$ cat src/rtl/mux_arb.sv
// mux_arb: NUM-way selector (external select or round-robin) feeding one
// registered valid/ready output stage that absorbs consumer backpressure.
module mux_arb #(
    parameter  int WIDTH = 32,
    parameter  int NUM   = 4,
    localparam int SEL_W = $clog2(NUM)
) (
    input  logic                 clk,
    input  logic                 rstn,
    input  logic                 mode,
    input  logic [SEL_W-1:0]     sel,
    input  logic [NUM-1:0]       src_valid,
    input  logic [NUM*WIDTH-1:0] src_data,
    output logic [NUM-1:0]       src_ready,
    output logic                 res_valid,
    output logic [WIDTH-1:0]     res_data,
    output logic [SEL_W-1:0]     res_sel,
    input  logic                 res_ready
);

    logic             r_valid;
    logic [WIDTH-1:0] r_data;
    logic [SEL_W-1:0] r_sel;
    logic [SEL_W-1:0] r_ptr;

    logic             w_load_en;
    logic             w_gnt_vld;
    logic [SEL_W-1:0] w_gnt_idx;
    logic [SEL_W-1:0] w_ptr_nxt;
    logic [WIDTH-1:0] w_gnt_data;
    int               w_dist;
    int               w_best;

    assign w_load_en = !r_valid || res_ready;

    // Round-robin picks the requester closest to r_ptr going upward modulo NUM,
    // so non-power-of-two channel counts never alias onto a missing index.
    always_comb begin
        w_gnt_vld = 1'b0;
        w_gnt_idx = '0;
        w_dist    = 0;
        w_best    = NUM;
        if (!mode) begin
            for (int i = 0; i < NUM; i++) begin
                if (sel == SEL_W'(i) && src_valid[i]) begin
                    w_gnt_vld = 1'b1;
                    w_gnt_idx = SEL_W'(i);
                end
            end
        end else begin
            for (int i = 0; i < NUM; i++) begin
                w_dist = (i >= int'(r_ptr)) ? (i - int'(r_ptr)) : (i + NUM - int'(r_ptr));
                if (src_valid[i] && (w_dist < w_best)) begin
                    w_best    = w_dist;
                    w_gnt_vld = 1'b1;
                    w_gnt_idx = SEL_W'(i);
                end
            end
        end
    end

    always_comb begin
        w_gnt_data = '0;
        src_ready  = '0;
        for (int i = 0; i < NUM; i++) begin
            if (w_gnt_idx == SEL_W'(i)) begin
                w_gnt_data = src_data[i*WIDTH +: WIDTH];
            end
            src_ready[i] = rstn && w_load_en && w_gnt_vld && (w_gnt_idx == SEL_W'(i));
        end
    end

    assign w_ptr_nxt = (w_gnt_idx == SEL_W'(NUM-1)) ? '0 : (w_gnt_idx + SEL_W'(1));

    always_ff @(posedge clk or negedge rstn) begin
        if (!rstn) begin
            r_valid <= 1'b0;
            r_data  <= '0;
            r_sel   <= '0;
            r_ptr   <= '0;
        end else if (w_load_en) begin
            r_valid <= w_gnt_vld;
            if (w_gnt_vld) begin
                r_data <= w_gnt_data;
                r_sel  <= w_gnt_idx;
                if (mode) begin
                    r_ptr <= w_ptr_nxt;
                end
            end
        end
    end

    assign res_valid = r_valid;
    assign res_data  = r_data;
    assign res_sel   = r_sel;

endmodule

$ cat config.mk
export PLATFORM = sky130hd
export DESIGN_NAME = mux_arb
export DESIGN_NICKNAME = d
export VERILOG_FILES = /design/src/rtl/mux_arb.sv
export SDC_FILE = /design/constraint.sdc
export NUM_CORES = 1
export LEC_CHECK = 0
export BUFFER_PORTS_ARGS = -buffer_cell sky130_fd_sc_hd__buf_2
export CELL_PAD_IN_SITES_DETAIL_PLACEMENT = 1
export CELL_PAD_IN_SITES_GLOBAL_PLACEMENT = 1
export CORE_ASPECT_RATIO = 0.7
export CORE_MARGIN = 8
export CORE_UTILIZATION = 33
export CTS_CLUSTER_SIZE = 40
export DETAILED_ROUTE_END_ITERATION = 10
export PLACE_DENSITY = 0.84
export SLEW_MARGIN = 5
export SYNTH_ARGS = -nofsm -noshare
export SYNTH_HDL_FRONTEND = slang
export SYNTH_SLANG_ARGS = --single-unit
$ cat constraint.sdc
create_clock -name clk -period 12.04 [get_ports clk]
set_input_delay 1.806 -clock clk [delete_from_list [all_inputs] [get_ports clk]]
set_output_delay 1.806 -clock clk [all_outputs]
set_load 0.005 [all_outputs]
==> flow_summary.ini <==
[drt]
drt_iter0_drc = 75
final_antenna_net_count = 0
drc_errors = 0
avgViaCountPerCell = 5.10
dr.pass1.iters = 4
vias = 3204
wirelength_um = 11300
routedWlPerCell_um = 18.0

[synthesis]
synth_area_um2 = 2940
synth-simple-area-share_pct = 23.3
synth-edff-count = 0
synth_top_family_by_area = compound AO/OA/AOI/OAI gates
synthAdderAreaFrac_pct = 5.52
synth_cell_types = 39
synth_mux_area_share_pct = 1.87
yosysWarnings = 0
synth-compound-area-share_pct = 30.7
seq_area_frac_synth_pct = 31.4
yosys_register_bits = 37
netlist_instances = 346
avgSynthCellArea_um2 = 8.51
synth-main-ff-cell = dfrtp_1
synthXorXnorAreaFrac_pct = 0
syn-num-nets = 497
synth_async_sr_flop_share_pct = 100

[worst_hold_path]
min_from = res_data[14]
hold_class = flip-flop to flip-flop

[outcome]
outcome = finished clean

[timing]
rsz0062_at_grt = false
drv_slew = 0
fmax_ghz = 0.127
setup_violations = 0
layout_min_cycle_time_ps = 7900
slew_headroom_pct = 41.4
fin_crit_sh_pct = 65.6
hold_slack_ps = 514
skew_ps = 4.91
tightest_slew_ps = 877
hold_viol_final = 0
tns_ps = 0

[clock_network]
cts_tree = done
clock_sinks = 37
cts_hold_buf = 0
htree_num_levels = 2
clock_latency_ps = 270
path_clk_slew_ps = 50
root_buffer = clkbuf_16
cts_setup_buffers = 0
cts_resized = 0
clock_path_buffers = 2
cts_buffers = 5

[pwr]
power.density_nw_per_um2 = 266
p_leak_nw = 1.90
peakVddDrop_uv = 133
totalPowerFinal_mw = 1.07

[global_route]
grt_start_max_net_pins = 65
grt_usage_pct = 18.1
grt_pass1_wl_um = 17700
grt_pass1_vias = 3509
overflow = 0
grt_antenna_before_repair = 1

[die]
placementRows = 28
die_y_um = 95.0
start_util_pct = 34.4
boundaryPins = 177
die_w_um = 129
dieArea_um2 = 12200
core_um2 = 8550

[placed_design]
gp_congestion = 0.918
place_inst = 619
io_buffers = 176
dp_hpwl_um = 9040
place_area_um2 = 3860

[layout]
final_cells = 628
drive_above_1_share_pct = 46.7
final_common_cell = buf_2
mostFrequentLayoutCells = buf_2, a21oi_1, dfrtp_1, nor2b_1, a21oi_2
syn_to_final_growth_pct = 37.1
fin_area_um2 = 4040
nFillCells = 1116
nets = 657

[setup_path]
crit_fanout = 8
crit_required_ps = 10230
path_class = input port to output pin
r2r_start = r_ptr[1]
critical_path.startpoint_type = input port
arrival_ps = 6090
end_kind = output pin
startpoint = src_valid[0]

[job]
drv_cap = 0
-- sequential cells by signal, summed over array words and instances, names as in the netlist --
signal     cells
res_sel        2
res_data      32
r_ptr          2
res_valid      1
-- cell type report --
type                       count  area (um^2)  area share (%)
clock buffer                   7          143            3.53
clock inverter                 1         30.0           0.744
sequential                    37          926            22.9
tap                          120          150            3.72
inverter                      10         37.5           0.930
antenna                        1         2.50          0.0620
timing repair buffer         182          926            22.9
multi-input combinational    270         1820            45.1
-- report_power, final --
group	total (mW)	internal (mW)	leakage [nW]	switching, mW
Sequential	0.229	0.188	0.424	0.0407
Clock	0.152	0.103	0.0841	0.0486
Combinational	0.692	0.296	1.39	0.397
Total	1.07	0.587	1.90	0.486
-- per-stage QoR --
stage               utilization, %  setup WS (ps)
floorplan                        -           4690
global placement              45.2           4440
detailed placement            45.2           4230
CTS                           47.2           4200
global route                  47.2           3760
finish                        47.2           4140
-- routing by layer --
metal	share of wire, %	vias up	GRT usage (%)
met1	41	1494	20.5
met4	0.40	0	3.51
met5	0	-	0
met3	10	2	7.86
met2	48	124	31.6
li1	-	1584	-
-- kinds of logic (layout without fill, tap and decap cells) --
family / after synthesis / count (layout)
buffers and inverters: 39 / 200
AOI/OAI and AO/OA: 122 / 122
adders and majority gates: 13 / 13
and+or+nand+nor: 131 / 131
muxes: 4 / 4
DFF: 37 / 37
other: 0 / 1
-- path summary, 6_finish.rpt --
kind                                endpoint  slack [ps]  cells after the start
worst max-delay path            src_ready[1]        4140                     19
worst min-delay path            res_data[14]         510                      2
worst max register to register  res_data[13]        5240                     27
worst min register to register  res_data[14]         510                      2
max in group asynchronous       res_data[14]       10080                      2
min in group asynchronous        res_data[4]        1600                      2
-- worst max-delay path: stages --
cell and delay [ps]:
buf_2 160, ha_1 270, o211ai_1 210, o221a_2 260, mux2i_1 260, ha_1 280
o31a_1 110, o41a_1 380, o21ai_0 200, ha_1 240, nand4b_1 140, o22ai_1 70
a21oi_1 120, o21ai_0 160, o31ai_1 740, inv_1 160, ha_1 250, and3_1 140
buf_2 130
-- synthesized netlist by cell type, types with 3 or more instances --
library cell  number  area share [%]
nor2_2             6             1.3
buf_6              7             2.7
nand2_1           11             1.4
o21ai_0            6             1.0
a21oi_1           37             6.3
a221oi_1          31             9.2
clkbuf_1          20             2.5
nor3_1            31             5.3
and2_1             3            0.64
a21oi_2           34              10
nor2_1            31             4.0
and3_1             5             1.1
ha_1              13             5.5
nand2b_1           3            0.64
dfrtp_1           37              31
inv_1             10             1.3
nor2b_1           35             7.4
(Power assumes the default switching activity.)
